==> config.mk <==
export PLATFORM = sky130hd
export DESIGN_NAME = input_parser_ctrl
export DESIGN_NICKNAME = d
export VERILOG_FILES = /design/src/rtl/input_parser_ctrl_pkg.sv /design/src/rtl/ipc_valid_delay.sv /design/src/rtl/input_parser_ctrl.sv
export SDC_FILE = /design/constraint.sdc
export NUM_CORES = 1
export LEC_CHECK = 0
export CAP_MARGIN = 20
export CORE_AREA = 3 3 208 210
export DETAILED_ROUTE_END_ITERATION = 8
export DIE_AREA = 0 0 211 213
export PLACE_DENSITY = 0.55
export SYNTH_ARGS = -nofsm -noshare
export SYNTH_HDL_FRONTEND = slang
export SYNTH_SLANG_ARGS = --single-unit
==> constraint.sdc <==
create_clock -name clk -period 2.4 [get_ports clk]
set_clock_uncertainty 0.05 [all_clocks]
set_input_delay 0.48 -clock clk [delete_from_list [all_inputs] [get_ports clk]]
set_output_delay 0.48 -clock clk [all_outputs]
set_load 0.05 [all_outputs]
==> src/rtl/input_parser_ctrl_pkg.sv <==
// Shared definitions for the input_parser sequencer.
// Contents: controller state enum, default lane/array geometry, default skew
// latency and a helper that gives the packed width of one row vector.
package input_parser_ctrl_pkg;

    // Bits per lane element (lane-slice width) and array edge length defaults.
    localparam int unsigned LaneW       = 16;
    localparam int unsigned DefFullSize = 8;
    // Skew stage needs 2*FULL_SIZE cycles before the last lane of a beat leaves.
    localparam int unsigned DefSkewLat  = 2 * DefFullSize;

    typedef enum logic [1:0] {
        StFlush,
        StIdle,
        StFeed,
        StDrain
    } ipc_state_e;

    function automatic int unsigned vec_w(input int unsigned lanes, input int unsigned lane_w);
        return lanes * lane_w;
    endfunction

endpackage

==> src/rtl/ipc_valid_delay.sv <==
// Fixed-depth 1-bit shift line carrying the beat-head marker beside the skew pipeline.
// Ports:
//   clk_i   clock, rising edge
//   clr_i   synchronous clear of every stage
//   din_i   marker entering the line
//   dout_o  marker leaving the line, Depth cycles after entry (registered)
module ipc_valid_delay #(
    parameter int unsigned Depth = 16
) (
    input  logic clk_i,
    input  logic clr_i,
    input  logic din_i,
    output logic dout_o
);

    logic [Depth-1:0] sr_q;

    always_ff @(posedge clk_i) begin
        if (clr_i) begin
            sr_q <= '0;
        end else begin
            sr_q <= {sr_q[Depth-2:0], din_i};
        end
    end

    assign dout_o = sr_q[Depth-1];

endmodule

==> src/rtl/input_parser_ctrl.sv <==
// Sequencer feeding row vectors into the input_parser skew stage.
// Flushes the (unreset) parser after reset, accepts a job (tile mode, row count),
// streams beats with zero bubbles on source stalls, then drains with zeros.
// Ports:
//   clk, rst_n            clock and synchronous active-low reset
//   cfg_valid/cfg_ready   job handshake; cfg_tile, cfg_rows job fields
//   s_valid/s_ready       row beat handshake; s_data_0, s_data_1 row streams
//   p_enable, p_tile      parser enable and tile select
//   p_in_0, p_in_1        parser inputs (zero when no beat is presented)
//   o_valid               parser output carries a beat head this cycle
//   busy, done            not idle; one-cycle job-completion pulse
//   bubble_cnt            FEED stall-cycle count (only with IPC_BUBBLE_CNT_EN)
// Optional feature macro: IPC_BUBBLE_CNT_EN.
module input_parser_ctrl
    import input_parser_ctrl_pkg::*;
#(
    parameter int unsigned FULL_SIZE  = DefFullSize,
    parameter int unsigned HALF_SIZE  = DefFullSize / 2,
    parameter int unsigned DATA_WIDTH = LaneW,
    parameter int unsigned SKEW_LAT   = DefSkewLat,
    parameter int unsigned ROW_W      = 8
) (
    input  logic                                clk,
    input  logic                                rst_n,
    input  logic                                cfg_valid,
    output logic                                cfg_ready,
    input  logic                                cfg_tile,
    input  logic [ROW_W-1:0]                    cfg_rows,
    input  logic                                s_valid,
    output logic                                s_ready,
    input  logic [vec_w(FULL_SIZE, DATA_WIDTH)-1:0] s_data_0,
    input  logic [vec_w(FULL_SIZE, DATA_WIDTH)-1:0] s_data_1,
    output logic                                p_enable,
    output logic                                p_tile,
    output logic [vec_w(FULL_SIZE, DATA_WIDTH)-1:0] p_in_0,
    output logic [vec_w(FULL_SIZE, DATA_WIDTH)-1:0] p_in_1,
    output logic                                o_valid,
    output logic                                busy,
    output logic                                done
`ifdef IPC_BUBBLE_CNT_EN
    ,
    output logic [15:0]                         bubble_cnt
`endif
);

    localparam int unsigned CntW = $clog2(SKEW_LAT);

    if (SKEW_LAT < 2 * FULL_SIZE || 2 * HALF_SIZE != FULL_SIZE) begin : g_bad_cfg
        $error("input_parser_ctrl: inconsistent FULL_SIZE/HALF_SIZE/SKEW_LAT");
    end

    ipc_state_e       state_q;
    logic [CntW-1:0]  cnt_q;
    logic [ROW_W-1:0] rows_q;
    logic [ROW_W-1:0] beat_q;
    // Marker registered alongside p_in so it enters the delay line with the beat.
    logic             mark_q;

    always_ff @(posedge clk) begin
        if (!rst_n) begin
            state_q   <= StFlush;
            cnt_q     <= '0;
            rows_q    <= '0;
            beat_q    <= '0;
            mark_q    <= 1'b0;
            p_tile    <= 1'b0;
            p_in_0    <= '0;
            p_in_1    <= '0;
            p_enable  <= 1'b1;
            cfg_ready <= 1'b0;
            s_ready   <= 1'b0;
            busy      <= 1'b1;
            done      <= 1'b0;
`ifdef IPC_BUBBLE_CNT_EN
            bubble_cnt <= '0;
`endif
        end else begin
            done   <= 1'b0;
            mark_q <= 1'b0;
            p_in_0 <= '0;
            p_in_1 <= '0;
            case (state_q)
                StFlush: begin
                    if (cnt_q == CntW'(SKEW_LAT - 1)) begin
                        state_q   <= StIdle;
                        cnt_q     <= '0;
                        cfg_ready <= 1'b1;
                        p_enable  <= 1'b0;
                        busy      <= 1'b0;
                    end else begin
                        cnt_q <= cnt_q + CntW'(1);
                    end
                end
                StIdle: begin
                    if (cfg_valid && cfg_ready) begin
                        // Pipeline is empty here, so the tile mode may change now.
                        rows_q <= cfg_rows;
                        p_tile <= cfg_tile;
                        beat_q <= '0;
`ifdef IPC_BUBBLE_CNT_EN
                        bubble_cnt <= '0;
`endif
                        if (cfg_rows == '0) begin
                            done <= 1'b1;
                        end else begin
                            state_q   <= StFeed;
                            cfg_ready <= 1'b0;
                            s_ready   <= 1'b1;
                            p_enable  <= 1'b1;
                            busy      <= 1'b1;
                        end
                    end
                end
                StFeed: begin
                    if (s_valid && s_ready) begin
                        p_in_0 <= s_data_0;
                        p_in_1 <= p_tile ? s_data_1 : '0;
                        mark_q <= 1'b1;
                        beat_q <= beat_q + ROW_W'(1);
                        if (beat_q + ROW_W'(1) == rows_q) begin
                            state_q <= StDrain;
                            s_ready <= 1'b0;
                            cnt_q   <= '0;
                        end
                    end else begin
`ifdef IPC_BUBBLE_CNT_EN
                        if (bubble_cnt != 16'hFFFF) begin
                            bubble_cnt <= bubble_cnt + 16'd1;
                        end
`endif
                    end
                end
                StDrain: begin
                    if (cnt_q == CntW'(SKEW_LAT - 1)) begin
                        state_q   <= StIdle;
                        cnt_q     <= '0;
                        cfg_ready <= 1'b1;
                        p_enable  <= 1'b0;
                        busy      <= 1'b0;
                        done      <= 1'b1;
                    end else begin
                        cnt_q <= cnt_q + CntW'(1);
                    end
                end
                default: begin
                    state_q <= StFlush;
                    cnt_q   <= '0;
                end
            endcase
        end
    end

    ipc_valid_delay #(
        .Depth(SKEW_LAT)
    ) u_valid_delay (
        .clk_i (clk),
        .clr_i (!rst_n),
        .din_i (mark_q),
        .dout_o(o_valid)
    );

endmodule

After elaboration in Yosys (flattened, before gate mapping)
Cells that the tools add are included.
- add/sub/neg operators: 2
- eq/ne operators: 10
- muxes and demuxes: 29
- reduce and logical (&&, ||, !) cells: 17
- operators with widths (kind ; count):
    $mux 8 ; 2
    $pmux 8 s2 ; 1
    $mux 1 ; 12
    $mux 4 ; 3
    $mux 2 ; 5
    $reduce_and 5->1 ; 2
    $reduce_and 3->1 ; 3
    $add 8x1->8 const B ; 1
    $eq 8x8->1 ; 1
    $logic_not 8->1 ; 1
    $ne 2x2->1 const B ; 4
    $pmux 1 s2 ; 4
    $pmux 4 s2 ; 1
    $reduce_and 4->1 ; 2
    $pmux 2 s3 ; 1
    $reduce_bool 2->1 ; 3
    $add 4x1->4 const B ; 1
    $eq 2x2->1 const B ; 2
    $eq 4x4->1 const B ; 1
    $reduce_and 2->1 ; 2
    $eq 2x1->1 const B ; 1
    $logic_and 1x1->1 ; 2
    $logic_not 2->1 ; 1
    $ne 2x1->1 const B ; 1
    $reduce_or 2->1 ; 1
- register bits after elaboration: 300
- input bits: 269
- output and inout bits: 263
- word-level logic and storage cells: 71

Longest topological paths before layout
- depth in word-level cells: 5
- gate-level depth with buffers: 9
- gate-level depth less buffers: 8

Modules after synthesis
Synthesis repeated with hierarchy kept, for this count alone.
- cell total of the unflattened synthesis: 790
- area, all modules: 8924.8 sq um
- modules (own cells, without submodules) (module ; times used ; cells an instance ; area each (sq um) ; sequential area each (sq um)):
    input_parser_ctrl ; 1 ; 757 ; 8460.6 ; 5685.5
    ipc_valid_delay ; 1 ; 33 ; 464.2 ; 320.3

Least setup slack after synthesis
Ideal clock, no wire load.
- kind: flip-flop to flip-flop
- start point: register beat_q[0]
- end point: register state_q[0]
- setup time: 0.072 ns
- arrival time: 2.102 ns
- data required time: 2.278 ns
- setup slack: 0.176 ns
- stages on the path, launching flop included: 10
- path buffers: 1
- period minus slack after synthesis: 2.224 ns
- path through: dfxtp_1 -> ha_1 -> buf_2 -> nand3_1 -> xnor2_1 -> o21ai_0 -> o211ai_2 -> or3_1 -> a21oi_1 -> mux2i_1
- longest elaborated chain between the ends: 4
- RTL lines (element ; RTL line ; RTL):
    from (decl) ; input_parser_ctrl.sv:55 ; logic [ROW_W-1:0] beat_q;
    from (signal assigned) ; input_parser_ctrl.sv:119 ; beat_q <= beat_q + ROW_W'(1);
    $add 8x1->8 ; input_parser_ctrl.sv:120 ; if (beat_q + ROW_W'(1) == rows_q) begin
    $eq 8x8->1 ; input_parser_ctrl.sv:120 ;
    $ne 2x2->1 (no source line) ; - ;
    $reduce_and 5->1 (no source line) ; - ;
    to (signal assigned) ; input_parser_ctrl.sv:121 ; state_q <= StDrain;
    to (signal assigned) ; input_parser_ctrl.sv:135 ; state_q <= StIdle;
    to (signal assigned) ; input_parser_ctrl.sv:146 ; state_q <= StFlush;
    to (decl) ; input_parser_ctrl.sv:52 ; ipc_state_e state_q;
Every way passes these cells.
A chain may end at the register's enable or synchronous reset.

Worst setup path after layout
- start point: register s_ready
- end point: output port s_ready
- RTL lines (element ; RTL line ; RTL):
    from (decl) ; input_parser_ctrl.sv:30 ; output logic s_ready,
    from (signal assigned) ; input_parser_ctrl.sv:71 ; s_ready <= 1'b0;
    from (signal assigned) ; input_parser_ctrl.sv:108 ; s_ready <= 1'b1;
    from (signal assigned) ; input_parser_ctrl.sv:122 ; s_ready <= 1'b0;
No word-level cell between the ends.

==> impl_metrics.toml <==
[global_route]
antenna_found_initial = 1
grt_max_degree = 130
grt-ovfl-total = 0
grtUsageTotal = 0.135
grt_pass1_vias = 7859
grt_pass1_wl_mm = 47.1

[synth]
syn-num-nets = 1081
yosysMostFrequentCell = "dfxtp_1"
synth-async-reset-ratio = 0
synth_warnings = 0
syn_area_um2 = 9000
synthAdderAreaFrac = 0.00834
yosysSeqAreaShare = 0.668
synthSimpleGateAreaFrac = 0.236
synthXorXnorAreaFrac = 0.00973
synthMuxAreaShare = 0.00111
synth_top_family_by_area = "simple AND/OR/NAND/NOR gates"
synthTopCellsByCount = "300 x dfxtp_1, 262 x and3_1, 65 x clkbuf_1"
syn_inst = 806
yosys.cell_types.count = 48
netlist_top_cells_area = "dfxtp_1 67%, and3_1 18%, clkbuf_1 2.7%, a21oi_1 1.4%, nand2_1 1.4%"
synth_top_area_frac = 0.668
syn_area_per_cell_um2 = 11.2
synth_ff_type = "dfxtp_1"
synth_compound_area_frac = 0.0467
synth_largest_area_cell = "dfxtp_1"
synth_edf_count = 0
ys_ff_latch = 300

[detailed_routing]
postRouteAntennaNets = 0
wl_mm = 32.2
num_vias = 7836
drt-wirelength-per-cell_um = 17.1
drc_errors = 0
dr.pass1.iters = 5
vias_per_cell = 4.15
drt_iter0_drc = 442

[min_path]
min_path_type = "input pin to register"
hold_depth = 2

[worst_setup_path]
ff2ff_path_depth = 8
crit_slowest_cell = "clkdlybuf4s50_1"
crit_chain = "clkdlybuf4s50_1"
cp.arrival_ns = 1.75
worstPathRequired_ns = 1.87
cp_slowest_stage_delay_ns = 0.83
worstSetupStartpointType = "register"
endpoint_kind = "output pin"
path_max_fanout = 5
worst-path-buf-inv = 1
crit_type = "register to output pin"
cp.depth = 1
crit_family = "buffers and inverters"

[pwr]
powerDensity_nw_per_um2 = 690
ir_worst_vdd_v = 0.000537
leakagePower_nw = 6.95

[timing]
setup_viol = 0
max_slew.worst_pin.slew_ns = 0.674
finalMaxSlewViolations = 0
hold_viol_final = 0
layout_min_cycle_time_ns = 2.28
fin_crit_sh = 0.949
rsz0062_at_grt = "true"
max_freq_mhz = 439
slew_headroom = 0.546
hold_slack_ns = 0.281

[floorplanning]
top_level_ports = 532
core_um2 = 41800
die_area_um2 = 44900
die_h_um = 213
initial_core_util = 0.215
rows = 75
fp.dieW_um = 211

[place]
post-dp-hpwl_mm = 23.7
port_buffers = 531
gp_congestion = 0.794
placed_cells = 1824

[finish]
multi_input_area_um2 = 2750
seq_area_um2 = 6010
layout-drive-gt1-share = 0.0690
num-nets-final = 1597
syn_to_final_growth_pct = 79.1
fill_cells = 4025
layout.cells.non_filler = 1888

[clocking]
cts-htree-levels = 2
cts_sinks = 300
cts_made_buffers = 35
clkLatencyLatePin_ns = 0.52
ctsHoldBuffers = 0
path_clk_slew_ns = 0.06
cts-root-buf = "clkbuf_16"
post_cts_buffers = 0
clockBufferDepth = 3
tritoncts = "built"

[job]
drv_cap = 0

[run_status]
status = "finished clean"
-- repair_timing --
| item | in CTS | in global routing |
|---|---|---|
| gates resized for setup | 0 | 5 |
| hold endpoints to repair | 0 | 0 |
| endpoints found under the setup margin | 0 | 8 |
-- state kept, by name, indices dropped and copies added (netlist names) --
register	count
p_in_0	128
done	1
busy	1
mark_q	1
u_valid_delay.sr_q	16
beat_q	8
rows_q	8
cfg_ready	1
state_q	2
p_tile	1
cnt_q	4
s_ready	1
p_in_1	128
-- where the power goes --
part / total [mW] / switching, mW / internal [mW]
sequential: 5.04 / 0.0316 / 5.01
clock: 5.34 / 2.10 / 3.24
combinational: 0.749 / 0.241 / 0.507
-- per-layer routing --
metal | GRT usage | vias to the layer above | wire [µm]
met3 | 0.0694 | 37 | 3720
met2 | 0.235 | 376 | 15700
met4 | 0.0360 | 0 | 599
met5 | 0 | - | 0
li1 | - | 3802 | -
met1 | 0.147 | 3621 | 12200
-- final timing paths --
kind	startpoint	endpoint	slack, ns
min reg2reg	u_valid_delay.sr_q[9]	u_valid_delay.sr_q[10]	0.38
max reg2reg	beat_q[0]	cnt_q[0]	0.15
min	rst_n	busy	0.28
max	s_ready	s_ready	0.12
-- cell families after synthesis --
| logic type | count (synthesis) |
|---|---|
| compound gates | 64 |
| simple gates | 353 |
| xor+xnor | 10 |
| fa+ha+maj | 6 |
| buf+inv | 72 |
| flops | 300 |
| mux | 1 |
-- per-stage QoR --
stage / instance area, µm² / worst slack (ns) / utilization / setup TNS, ns / power, mW
after global placement: 14900 / 0.0312 / 0.357 / 0 / 5.88
after CTS: 16100 / 0.0101 / 0.385 / 0 / 11.3
after floorplan: 9000 / 0.176 / - / 0 / 5.37
after global routing: 16100 / -0.0163 / 0.386 / -0.0163 / 11.6
after detailed placement: 14900 / -0.0135 / 0.357 / -0.0135 / 5.89
final: 16100 / 0.122 / 0.386 / 0 / 11.1
-- layout make-up --
| class | instances | area share |
|---|---|---|
| Antenna cell | 1 | 0.000155 |
| Clock buffer | 51 | 0.0644 |
| Clock inverter | 12 | 0.00807 |
| Inverter | 4 | 0.000932 |
| Multi-Input combinational cell | 434 | 0.171 |
| Sequential cell | 300 | 0.373 |
| Tap cell | 539 | 0.0418 |
| Timing Repair Buffer | 547 | 0.341 |
-- cell usage in the layout (no fill, tap or decap), types with 2 or more instances in the layout --
master | synthesis | layout
buf_4 | 1 | 15
a22oi_1 | 4 | 4
clkbuf_8 | 0 | 6
clkinvlp_4 | 0 | 2
bufinv_16 | 0 | 2
and2_1 | 16 | 16
nand2_1 | 33 | 33
o31ai_1 | 2 | 2
or4_1 | 3 | 3
clkinv_2 | 0 | 4
clkdlybuf4s50_1 | 0 | 525
buf_12 | 0 | 6
clkbuf_1 | 65 | 8
xor2_1 | 4 | 4
and3_1 | 262 | 261
nor2b_1 | 2 | 2
or3b_2 | 2 | 2
or3_1 | 4 | 4
nand3_1 | 5 | 5
a21oi_2 | 1 | 2
xnor2_1 | 6 | 6
o21ai_0 | 13 | 13
a211oi_1 | 3 | 3
nand2b_1 | 3 | 3
ha_1 | 6 | 5
dfxtp_1 | 300 | 299
nand4b_1 | 3 | 3
a21oi_1 | 25 | 24
clkbuf_16 | 0 | 37
nand3_2 | 2 | 2
clkinv_4 | 0 | 3
inv_1 | 4 | 4
nor2_1 | 12 | 11
Note: power is estimated with default switching activity, not from simulation.
